## src/rtl/gray_to_rgb565_palette_if.sv

```systemverilog
// Valid/ready pixel stream with frame/line sideband, shared by the input
// (8-bit gray) and output (16-bit RGB565) sides of the palette mapper.
interface gray_to_rgb565_palette_if #(
  parameter int W = 8
);
  logic [W-1:0] data;
  logic         valid;
  logic         sof;
  logic         eol;
  logic         ready;

  modport master (output data, output valid, output sof, output eol, input ready);
  modport slave  (input data, input valid, input sof, input eol, output ready);
endinterface

```

## src/rtl/gray_to_rgb565_palette.sv

```systemverilog
// Streaming 8-bit intensity to RGB565 false-colour mapper: gray, hot, jet or
// inverted gray, 3-stage pipeline with a single global stall enable.
module gray_to_rgb565_palette #(
  parameter logic [1:0] P_RESET_MODE = 2'd2
) (
  input  logic                          i_clk,
  input  logic                          i_rst,
  gray_to_rgb565_palette_if.slave       s_pix,
  gray_to_rgb565_palette_if.master      m_pix,
  input  logic [1:0]                    i_mode,
  output logic [1:0]                    o_mode
);

  typedef enum logic [1:0] {
    MODE_GRAY = 2'd0,
    MODE_HOT  = 2'd1,
    MODE_JET  = 2'd2,
    MODE_INV  = 2'd3
  } palette_e;

  logic en;
  logic accept;
  assign en          = m_pix.ready | ~m_pix.valid;
  assign s_pix.ready = en;
  assign accept      = s_pix.valid & en;

  // A sof pixel carries its own new mode; everything else uses the latched one.
  logic [1:0] pix_mode;
  assign pix_mode = s_pix.sof ? i_mode : o_mode;

  always_ff @(posedge i_clk or posedge i_rst) begin
    if (i_rst) begin
      o_mode <= P_RESET_MODE;
    end else if (accept && s_pix.sof) begin
      // NOTE: state registers use non-blocking assignment so every flop samples pre-edge values.
      o_mode <= i_mode;
    end
  end

  // S1: registered input pixel plus the palette it will be mapped with
  logic       s1_valid, s1_sof, s1_eol;
  logic [7:0] s1_gray;
  palette_e   s1_mode;

  always_ff @(posedge i_clk or posedge i_rst) begin
    if (i_rst) begin
      // NOTE: data registers are reset too, so o_rgb reads zero straight out of reset.
      s1_valid <= 1'b0;
      s1_sof   <= 1'b0;
      s1_eol   <= 1'b0;
      s1_gray  <= 8'h00;
      s1_mode  <= MODE_GRAY;
    end else if (en) begin
      s1_valid <= s_pix.valid;
      s1_sof   <= s_pix.sof;
      s1_eol   <= s_pix.eol;
      s1_gray  <= s_pix.data;
      s1_mode  <= palette_e'(pix_mode);
    end
  end

  logic [9:0] hot_t;
  logic [7:0] jet_f;
  logic [7:0] r8, g8, b8;

  assign hot_t = {2'b00, s1_gray} + {1'b0, s1_gray, 1'b0};
  assign jet_f = {s1_gray[5:0], 2'b00};

  always_comb begin
    // NOTE: defaults first so every path assigns r8/g8/b8 and no latch is inferred.
    r8 = 8'h00;
    g8 = 8'h00;
    b8 = 8'h00;
    unique case (s1_mode)
      MODE_GRAY: begin
        r8 = s1_gray;
        g8 = s1_gray;
        b8 = s1_gray;
      end
      MODE_INV: begin
        r8 = ~s1_gray;
        g8 = ~s1_gray;
        b8 = ~s1_gray;
      end
      MODE_HOT: begin
        r8 = (hot_t > 10'd255) ? 8'hFF : hot_t[7:0];
        if (hot_t >= 10'd510)     g8 = 8'hFF;
        else if (hot_t > 10'd255) g8 = 8'(hot_t - 10'd255);
        if (hot_t > 10'd510)      b8 = 8'(hot_t - 10'd510);
      end
      MODE_JET: begin
        unique case (s1_gray[7:6])
          2'd0: begin g8 = jet_f;         b8 = 8'hFF;          end
          2'd1: begin g8 = 8'hFF;         b8 = ~jet_f;         end
          2'd2: begin r8 = jet_f;         g8 = 8'hFF;          end
          2'd3: begin r8 = 8'hFF;         g8 = ~jet_f;         end
        endcase
      end
    endcase
  end

  // S2: full-precision colour components
  logic       s2_valid, s2_sof, s2_eol;
  logic [7:0] s2_r, s2_g, s2_b;

  always_ff @(posedge i_clk or posedge i_rst) begin
    if (i_rst) begin
      s2_valid <= 1'b0;
      s2_sof   <= 1'b0;
      s2_eol   <= 1'b0;
      s2_r     <= 8'h00;
      s2_g     <= 8'h00;
      s2_b     <= 8'h00;
    end else if (en) begin
      s2_valid <= s1_valid;
      s2_sof   <= s1_sof;
      s2_eol   <= s1_eol;
      s2_r     <= r8;
      s2_g     <= g8;
      s2_b     <= b8;
    end
  end

  // S3: truncating RGB565 pack straight into the output registers
  always_ff @(posedge i_clk or posedge i_rst) begin
    if (i_rst) begin
      m_pix.valid <= 1'b0;
      m_pix.sof   <= 1'b0;
      m_pix.eol   <= 1'b0;
      m_pix.data  <= 16'h0000;
    end else if (en) begin
      m_pix.valid <= s2_valid;
      m_pix.sof   <= s2_sof;
      m_pix.eol   <= s2_eol;
      m_pix.data  <= {s2_r[7:3], s2_g[7:2], s2_b[7:3]};
    end
  end

endmodule

```

## src/flat_wrapper.sv

```systemverilog
// flat-port wrapper written by rule: the top's interface ports become plain ports
module gray_to_rgb565_palette_flat 
#(
  parameter logic [1:0] P_RESET_MODE = 2'd2
)
  (i_clk, i_rst, i_mode, o_mode, s_pix_data, s_pix_valid, s_pix_sof, s_pix_eol, s_pix_ready, m_pix_data, m_pix_valid, m_pix_sof, m_pix_eol, m_pix_ready);
  gray_to_rgb565_palette_if #(.W(8)) s_pix_i ();
  gray_to_rgb565_palette_if #(.W(16)) m_pix_i ();
  input  logic i_clk;
  input  logic i_rst;
  input  logic [1:0] i_mode;
  output logic [1:0] o_mode;
  input wire logic [$bits(s_pix_i.data)-1:0] s_pix_data;
  input wire logic [$bits(s_pix_i.valid)-1:0] s_pix_valid;
  input wire logic [$bits(s_pix_i.sof)-1:0] s_pix_sof;
  input wire logic [$bits(s_pix_i.eol)-1:0] s_pix_eol;
  output wire logic [$bits(s_pix_i.ready)-1:0] s_pix_ready;
  output wire logic [$bits(m_pix_i.data)-1:0] m_pix_data;
  output wire logic [$bits(m_pix_i.valid)-1:0] m_pix_valid;
  output wire logic [$bits(m_pix_i.sof)-1:0] m_pix_sof;
  output wire logic [$bits(m_pix_i.eol)-1:0] m_pix_eol;
  input wire logic [$bits(m_pix_i.ready)-1:0] m_pix_ready;
  assign s_pix_i.data = s_pix_data;
  assign s_pix_i.valid = s_pix_valid;
  assign s_pix_i.sof = s_pix_sof;
  assign s_pix_i.eol = s_pix_eol;
  assign s_pix_ready = s_pix_i.ready;
  assign m_pix_data = m_pix_i.data;
  assign m_pix_valid = m_pix_i.valid;
  assign m_pix_sof = m_pix_i.sof;
  assign m_pix_eol = m_pix_i.eol;
  assign m_pix_i.ready = m_pix_ready;
  gray_to_rgb565_palette #(.P_RESET_MODE(P_RESET_MODE)) u_core (.i_clk(i_clk), .i_rst(i_rst), .s_pix(s_pix_i), .m_pix(m_pix_i), .i_mode(i_mode), .o_mode(o_mode));
endmodule
```

## config.mk

```make
export PLATFORM = sky130hd
export DESIGN_NAME = gray_to_rgb565_palette_flat
export DESIGN_NICKNAME = d
export VERILOG_FILES = /design/src/rtl/gray_to_rgb565_palette_if.sv /design/src/rtl/gray_to_rgb565_palette.sv /design/src/flat_wrapper.sv
export SDC_FILE = /design/constraint.sdc
export NUM_CORES = 1
export LEC_CHECK = 0
export CORE_ASPECT_RATIO = 0.5
export CORE_MARGIN = 2
export CORE_UTILIZATION = 45
export CTS_BUF_LIST = sky130_fd_sc_hd__clkbuf_8 sky130_fd_sc_hd__clkbuf_16
export DETAILED_ROUTE_END_ITERATION = 12
export PLACE_DENSITY_LB_ADDON = 0.1
export SLEW_MARGIN = 20
export SYNTH_ARGS = -nofsm -noshare
export SYNTH_HDL_FRONTEND = slang
export SYNTH_SLANG_ARGS = --single-unit
```

## constraint.sdc

```tcl
create_clock -name i_clk -period 2.35 [get_ports i_clk]
set_input_delay 0.47 -clock i_clk [delete_from_list [all_inputs] [get_ports i_clk]]
set_output_delay 0.47 -clock i_clk [all_outputs]
set_load 0.01 [all_outputs]
```

* After elaboration in Yosys (flattened, before gate mapping)
Index checks and enable logic that the tools add are counted.
** Cells by class
- Multiplexer cells :: 11
- Order comparisons :: 3
- $mul :: 0
- Shifts and indexed selects :: 0
- Bitwise logic cells :: 5
- Reduce and logical (&&, ||, !) cells :: 4
- Add/subtract/negate cells :: 3
- Div/mod/pow operators :: 0
- Equal/unequal tests :: 6
** Operators by type and width (count)
- $pmux 8 s4 :: 3
- $mux 8 :: 4
- $pmux 8 s2 :: 2
- $pmux 8 s3 :: 1
- $not 8->8 :: 2
- $sub 8x8->8 const B :: 2
- $add 8x9->10 :: 1
- $ge 10x9->1 const B :: 1
- $gt 10x8->1 const B :: 1
- $gt 10x9->1 const B :: 1
- $eq 2x2->1 const B :: 4
- $eq 2x1->1 const B :: 2
- $logic_not 2->1 :: 2
- $mux 2 :: 1
- $reduce_or 2->1 :: 1
- $and 1x1->1 :: 1
- $logic_and 1x1->1 :: 1
- $not 1->1 :: 1
- $or 1x1->1 :: 1
** Word-level totals
- ROM bits :: 0
- Memory bits (writable) :: 0
- Logic and storage cells :: 48
- Memories kept :: 0
- Latch bits :: 0
- Flip-flop bits (word level) :: 61

* Longest topological paths before layout
Gate-level depths: netlist of the first run.
- Depth in word-level cells :: 5
- Depth in mapped cells :: 8
- Gate-level depth less buffers :: 8

* Worst setup path after synthesis of the first run
Ideal clock, no wire load.
- Path type :: register to register
- Start :: register u_core.s1_gray[1]
- End :: register u_core.s2_r[3]
- Path slack :: -259 ps
- Arrival time :: 2463 ps
- Period minus slack after synthesis :: 2609 ps
- Cell stages (with the launch flop) :: 9
- Library setup time :: 146 ps
- Path buffers :: 0
- Path through :: dfrtp_1 ha_1 fa_1 a211oi_2 nor3b_4 o32ai_2 nand3_2 o311ai_1 a31oi_1
** Between the ends
- Word-level cells in the longest chain between the ends :: 4
** Ends and longest elaborated chain
- from (decl) :: line gray_to_rgb565_palette.sv:42 : logic [7:0] s1_gray;
- from (signal assigned) :: line gray_to_rgb565_palette.sv:57 : s1_gray <= s_pix.data;
- $add 8x9->10 :: line gray_to_rgb565_palette.sv:66 : assign hot_t = {2'b00, s1_gray} + {1'b0, s1_gray, 1'b0};
- $gt 10x8->1 :: line gray_to_rgb565_palette.sv:86 : r8 = (hot_t > 10'd255) ? 8'hFF : hot_t[7:0];
- $mux 8 :: line gray_to_rgb565_palette.sv:86
- $pmux 8 s4 (*) :: line gray_to_rgb565_palette.sv:74 : unique case (s1_mode)
- to (signal assigned) :: line gray_to_rgb565_palette.sv:118 : s2_r <= r8;
- to (decl) :: line gray_to_rgb565_palette.sv:104 : logic [7:0] s2_r, s2_g, s2_b;
Mark *: on every way between the ends. The rest lies on a longest branch, timed or not.
A chain may end at the register's enable or synchronous reset.

* Worst setup path in the final report of the first run
- Start :: register u_core.s1_gray[1]
- End :: register u_core.s2_b[5]
** Between the ends
- Word-level cells in the longest chain between the ends :: 4
** Ends and longest elaborated chain
- $add 8x9->10 (*) :: line gray_to_rgb565_palette.sv:66
- $sub 8x8->8 or $gt 10x9->1 (tied branches) :: line gray_to_rgb565_palette.sv:89 : if (hot_t > 10'd510) b8 = 8'(hot_t - 10'd510);
- $mux 8 (*) :: line gray_to_rgb565_palette.sv:89
- $pmux 8 s4 (*) :: line gray_to_rgb565_palette.sv:74
- to (signal assigned) :: line gray_to_rgb565_palette.sv:113 : s2_b <= 8'h00;
- to (signal assigned) :: line gray_to_rgb565_palette.sv:120 : s2_b <= b8;
- to (decl) :: line gray_to_rgb565_palette.sv:104
Marks and branches as above.

==> results.py, run 1 <==
metrics = {
    "detailed_routing": {
        "ant_nets": 0,
        "wl_per_cell_um": 17.6,
        "drc": 0,
        "wl_um": 10300,
        "first_pass_iters": 5,
        "drt_first_iter_violations": 266,
        "vias": 3303,
        "vias_per_cell": 5.64,
    },
    "logic_synthesis": {
        "syn_nets": 435,
        "ys_types": 63,
        "yosysSeqAreaShare_pct": 39.6,
        "synth.area.top_cells": "dfrtp_1 39%, nand2_1 12%, ha_1 4.9%, o21ai_0 4.5%, nor2_1 3.0%",
        "ys_seq_elements": 53,
        "syn_inst": 405,
        "netlist.area_leader.share_pct": 38.8,
        "synth_area_um2": 3350,
        "async_flop_share_pct": 100,
        "synth_ff_type": "dfrtp_1",
        "synth_area_leader_cell": "dfrtp_1",
        "synth_enable_flop_cells": 0,
        "syn_area_per_cell_um2": 8.27,
        "ys_warn_count": 0,
    },
    "floorplanning": {
        "die_w_um": 126,
        "core_um2": 7270,
        "die_y_um": 65.0,
        "io_pins": 38,
        "initial_core_util_pct": 46.1,
        "std_cell_rows": 22,
        "dieArea_um2": 8190,
    },
    "clock_network": {
        "root_buffer": "clkbuf_16",
        "clkLatencyLatePin_ns": 0.30,
        "cts-htree-levels": 2,
        "cts_tree": "done",
        "cts_hold_buffers": 0,
        "cts_sinks": 53,
        "clkTransAtPathRegs_ns": 0.07,
        "clockBufferDepth": 2,
        "cts_made_buffers": 5,
    },
    "worst_setup_path": {
        "cp_max_fo": 4,
        "path_class": "reg -> reg",
        "startpoint_type": "register",
        "cp.arrival_ns": 2.71,
        "required_ns": 2.58,
        "endpoint_kind": "register",
    },
    "finish": {
        "syn2layout_area_growth_pct": 39.7,
        "register_area_um2": 1330,
        "multiInputGateArea_um2": 2160,
        "nNetsFinal": 519,
        "post-route-util_pct": 64.4,
        "final_cells": 586,
        "final_area_um2": 4680,
        "drive_gt1_share_pct": 26.1,
        "n_antenna_cell": 0,
        "fillers": 610,
    },
    "global_route": {
        "grt_util_all_layers_pct": 27.0,
        "grt_max_degree": 60,
        "antenna_found_initial": 0,
        "first_global_vias": 3212,
        "grt_pass1_wl_um": 17100,
        "grt-ovfl-total": 0,
    },
    "pwr": {
        "p_leak_nw": 2.06,
        "power.density_nw_per_um2": 1370,
        "ir_drop_mv": 0.702,
    },
    "placement": {
        "place_hpwl_um": 7860,
        "place.gp.congestion": 0.928,
        "dp_cells": 573,
        "dpl-instance-area_um2": 4300,
        "port_buffers": 37,
    },
    "sta": {
        "fin_skew_ns": 0.00692,
        "slew_violations": 0,
        "hold_slack_ns": 0.457,
        "hold_viol": 0,
        "rsz0062_at_grt": "true",
        "min_period_over_period_pct": 106,
        "fin_tns_setup_ns": -1.13,
        "tightestPinTransition_ns": 0.514,
        "setup_violations": 12,
        "clock.fmax_ghz": 0.402,
        "final.min_clock_period_ns": 2.49,
        "slew_headroom_pct": 65.5,
        "fin_ws_ns": -0.136,
    },
    "run_status": {
        "status": "finished with violations",
        "violations": "setup timing",
    },
    "job": {
        "max_cap_violations": 0,
    },
    "min_path": {
        "hold_path.class": "reg -> reg",
    },
}
-- where the power goes --
part           switching [mW]  leakage [nW]  internal (mW)
registers               0.307         0.622           1.31
logic                    2.12          1.36           1.92
clock network           0.341        0.0754          0.394
total                    2.77          2.06           3.63
-- flip-flops by register name (all words and copies together), names as in the netlist --
signal / count
u_core.s1_mode: 2
u_core.s1_gray: 8
u_core.s1_valid: 1
u_core.s2_b: 5
u_core.m_pix.valid: 1
u_core.s2_valid: 1
u_core.s1_sof: 1
u_core.o_mode: 2
u_core.s2_r: 5
u_core.m_pix.eol: 1
u_core.m_pix.data: 16
u_core.m_pix.sof: 1
u_core.s2_eol: 1
u_core.s2_sof: 1
u_core.s1_eol: 1
u_core.s2_g: 6
-- synthesized netlist by cell type, types with 2 or more instances --
cell      instances
nand2_1         106
dfrtp_1          52
o21ai_0          30
nor2_1           27
a21oi_1          19
clkbuf_1         16
inv_1            16
ha_1             13
a211oi_1          8
a31oi_1           8
nor2b_1           8
a221oi_1          6
mux2i_1           6
buf_1             5
nand2b_1          5
nand3_1           4
nor3_1            4
o21a_1            4
xnor2_1           4
and3_1            3
nand3b_1          3
or3_1             3
or4_1             3
xor2_1            3
a21o_1            2
a221o_1           2
a41oi_1           2
mux2_2            2
nor3b_1           2
o21ai_1           2
o22ai_1           2
o311ai_1          2
o31ai_1           2
or2_2             2
-- critical path, cell delays in order (launching register included) --
cell      delay (ns)
dfrtp_2         0.43
ha_4            0.17
fa_2            0.42
a211oi_4        0.28
buf_4           0.16
o21ba_4         0.15
nor2_4          0.06
and2_4          0.16
or4_1           0.47
o21ai_1         0.12
-- cell families (layout without fill, tap and decap cells) --
group / Yosys count / count (layout) / synth area share, %
compound gates: 102 / 102 / 21.0
xor+xnor: 7 / 7 / 1.83
fa+ha+maj: 14 / 14 / 5.45
buf+inv: 37 / 122 / 4.15
flops: 53 / 53 / 39.6
mux: 8 / 8 / 2.46
simple gates: 184 / 184 / 25.5
-- cell usage in the layout (no fill, tap or decap), types with 4 or more instances in the layout --
cell             instances
ha_1                     9
inv_1                   15
a21oi_1                 15
o21ai_0                 27
clkbuf_16                5
clkdlybuf4s50_1         37
buf_4                   55
dfrtp_1                 49
nand2_1                104
mux2i_1                  5
xnor2_1                  4
nor2b_1                  6
a21oi_2                  4
nand2b_1                 5
o21a_1                   4
a221oi_1                 5
a211oi_1                 6
a31oi_1                  8
nor2_1                  26
buf_6                    4
-- per-stage QoR --
| step | worst slack, ns | power (mW) |
|---|---|---|
| floorplan | -0.0693 | 3.64 |
| global placement | -0.185 | 5.11 |
| detailed placement | -0.209 | 5.19 |
| CTS | -0.161 | 6.22 |
| global route | -0.203 | 6.88 |
| finish | -0.136 | 6.40 |
-- worst paths after layout --
kind,from,endpoint,slack [ns],cells after the start
setup / recovery,u_core.s1_gray[1]$_DFFE_PP0N_,u_core.s2_b[5]$_DFFE_PP0N_,-0.14,9
max in group asynchronous,i_rst,u_core.o_mode[1]$_DFFE_PP1P_,1.30,3
hold / removal,u_core.s2_valid$_DFFE_PP0N_,u_core.m_pix.valid$_DFFE_PP0N_,0.46,1
hold reg to reg,u_core.s2_valid$_DFFE_PP0N_,u_core.m_pix.valid$_DFFE_PP0N_,0.46,1
min in group asynchronous,i_rst,u_core.m_pix.data[10]$_DFFE_PP0N_,0.50,2
setup reg to reg,u_core.s1_gray[1]$_DFFE_PP0N_,u_core.s2_b[5]$_DFFE_PP0N_,-0.14,9
-- layer usage --
metal / up-vias / GRT usage, % / wire (um)
met1: 1593 / 40.0 / 5220
li1: 1580 / - / -
met3: 11 / 5.78 / 823
met5: - / 0 / 0
met4: 0 / 6.73 / 104
met2: 119 / 40.2 / 4140
-- area by class of cell --
class / instances / share of cell area (%)
timing repair buffer: 98 / 18.6
clock inverter: 3 / 0.374
sequential: 53 / 28.4
multi-input combinational: 315 / 46.1
clock buffer: 5 / 2.67
inverter: 16 / 1.28
tap: 96 / 2.57
-- repair_timing --
action	in CTS	in global routing
pin swaps	25	11
setup buffers	6	1
endpoints found under the setup margin	16	16
gates resized for setup	28	13
(Power assumes the default switching activity.)
==> run 2: changes to the inputs <==
--- a/config.mk
+++ b/config.mk
@@ -5,9 +5,11 @@
 export SDC_FILE = /design/constraint.sdc
 export NUM_CORES = 1
 export LEC_CHECK = 0
+export CELL_PAD_IN_SITES_DETAIL_PLACEMENT = 1
+export CELL_PAD_IN_SITES_GLOBAL_PLACEMENT = 2
 export CORE_ASPECT_RATIO = 0.5
 export CORE_MARGIN = 2
-export CORE_UTILIZATION = 45
+export CORE_UTILIZATION = 31
 export CTS_BUF_LIST = sky130_fd_sc_hd__clkbuf_8 sky130_fd_sc_hd__clkbuf_16
 export DETAILED_ROUTE_END_ITERATION = 12
 export PLACE_DENSITY_LB_ADDON = 0.1
@@ -15,3 +17,4 @@
 export SYNTH_ARGS = -nofsm -noshare
 export SYNTH_HDL_FRONTEND = slang
 export SYNTH_SLANG_ARGS = --single-unit
+export TNS_END_PERCENT = 30
==> results.py, run 2 (synthesis gave the netlist of run 1 again) <==
metrics = {
    "sta": {
        "setup_violations": 13,
        "hold_viol": 0,
        "rsz0062_at_grt": "true",
        "slew_violations": 0,
        "fin_skew_ns": 0.0124,
        "slew_headroom_pct": 57.8,
        "fin_ws_ns": -0.177,
        "clock.fmax_ghz": 0.396,
        "tightestPinTransition_ns": 0.632,
        "hold_slack_ns": 0.463,
        "min_period_over_period_pct": 108,
        "final.min_clock_period_ns": 2.53,
    },
    "finish": {
        "final_area_um2": 4750,
        "nNetsFinal": 519,
        "largest_reg_flops": 16,
        "regMostFlops": "u_core.m_pix.data",
        "top_regs": "u_core.m_pix.data (16), u_core.s1_gray (8), u_core.s2_g (6)",
        "n_antenna_cell": 0,
        "layout_commonest_cell": "nand2_1",
        "drive_gt1_share_pct": 25.5,
        "syn2layout_area_growth_pct": 41.7,
        "layout_common_cells": "105 x nand2_1, 53 x buf_4, 49 x dfrtp_1",
        "final_cells": 630,
        "fillers": 1242,
    },
    "clock_network": {
        "clockBufferDepth": 2,
        "cts_hold_buffers": 0,
        "clkLatencyLatePin_ns": 0.30,
        "clkTransAtPathRegs_ns": 0.08,
        "cts_sinks": 53,
        "root_buffer": "clkbuf_16",
        "cts-htree-levels": 2,
        "cts_made_buffers": 5,
        "cts_tree": "done",
    },
    "worst_setup_path": {
        "crit_slowest_cell": "or4_4",
        "crit_buf_inv": 1,
        "cp.arrival_ns": 2.76,
        "crit_chain": "ha_4, fa_2, a211oi_4, buf_4, o21ba_4, nor2_4, and2_4, or4_4, o21ai_2",
        "startpoint_type": "register",
        "cp_max_fo": 4,
        "path_class": "reg -> reg",
        "endpoint_kind": "register",
        "required_ns": 2.59,
        "critPathMaxStageDelay_ns": 0.48,
        "critPathTopFamily": "simple AND/OR/NAND/NOR gates",
    },
    "detailed_routing": {
        "ant_nets": 0,
        "drc": 0,
        "wl_um": 12100,
        "wl_per_cell_um": 19.3,
        "first_pass_iters": 4,
        "vias_per_cell": 5.15,
        "vias": 3246,
        "drt_first_iter_violations": 184,
    },
    "floorplanning": {
        "initial_core_util_pct": 32.4,
        "die_w_um": 151,
        "core_um2": 10300,
        "std_cell_rows": 26,
        "die_y_um": 77.5,
        "io_pins": 38,
        "dieArea_um2": 11700,
    },
    "pwr": {
        "p_leak_nw": 2.07,
        "power.density_nw_per_um2": 1370,
        "ir_drop_mv": 0.623,
    },
    "global_route": {
        "first_global_vias": 3315,
        "grt_util_all_layers_pct": 21.3,
        "grt_pass1_wl_um": 18800,
        "grt_max_degree": 54,
        "grt-ovfl-total": 0,
        "antenna_found_initial": 0,
    },
    "run_status": {
        "violations": "setup timing",
        "status": "finished with violations",
    },
    "placement": {
        "dpl-instance-area_um2": 4380,
        "port_buffers": 37,
        "dp_cells": 619,
        "place_hpwl_um": 9250,
        "place.gp.congestion": 0.886,
        "pre_cts_ws_ns": -0.286,
    },
    "job": {
        "max_cap_violations": 0,
    },
    "min_path": {
        "hold_path.class": "reg -> reg",
    },
}
-- run 2: cell type report --
| type | instances | area (um2) | area share [%] |
|---|---|---|---|
| multi-input cells | 315 | 2140 | 45.0 |
| clock inverters | 3 | 17.5 | 0.369 |
| clock buffers | 5 | 125 | 2.64 |
| flip-flops and latches | 53 | 1330 | 28.0 |
| inverters | 16 | 60.1 | 1.26 |
| well taps | 140 | 175 | 3.69 |
| repair buffers | 98 | 902 | 19.0 |
-- run 2: where the power goes --
group,leakage (nW),total (mW),internal [mW],switching (mW)
Clock,0.0754,0.754,0.395,0.360
Combinational,1.37,4.14,1.95,2.19
Sequential,0.622,1.63,1.31,0.320
-- run 2: worst paths after layout --
path                                                          end  cells after the start  slack (ns)                               from
worst max register to register         u_core.s2_b[5]$_DFFE_PP0N_                      9       -0.18      u_core.s1_gray[1]$_DFFE_PP0N_
max in group asynchronous            u_core.o_mode[1]$_DFFE_PP1P_                      3        1.51                              i_rst
min in group asynchronous              u_core.s2_g[5]$_DFFE_PP0N_                      3        0.54                              i_rst
worst max-delay path                   u_core.s2_b[5]$_DFFE_PP0N_                      9       -0.18      u_core.s1_gray[1]$_DFFE_PP0N_
worst min-delay path            u_core.m_pix.data[13]$_DFFE_PP0N_                      2        0.46  u_core.m_pix.data[13]$_DFFE_PP0N_
worst min register to register  u_core.m_pix.data[13]$_DFFE_PP0N_                      2        0.46  u_core.m_pix.data[13]$_DFFE_PP0N_
-- run 2: stage by stage --
step / util [%] / setup TNS [ns] / power [mW]
final: 45.9 / -1.20 / 6.53
after detailed placement: 42.3 / -2.69 / 5.39
after CTS: 45.1 / -1.29 / 6.39
after global placement: 42.3 / -1.27 / 5.26
after global routing: 45.9 / -3.15 / 7.00
after floorplan: - / -0.438 / 3.61
-- run 2: worst min-delay path: stages, from the launching register on --
cell	delay [ns]
dfrtp_1	0.34
nand2_1	0.05
nand2_1	0.04
-- run 2: layer usage --
metal	wire length, um	global-route usage (%)	part of all wire [%]
met1	6350	31.9	52
met2	5300	33.0	44
met5	0	0	0
met3	438	3.24	3.6
met4	51	3.74	0.42
-- run 2: timing repair --
action,4_1_cts,5_1_grt
pin swaps,11,9
cloned,0,0
setup buffers,2,1
setup endpoints to repair,16,16
resized for setup,24,14
endpoints found under the hold margin,0,0
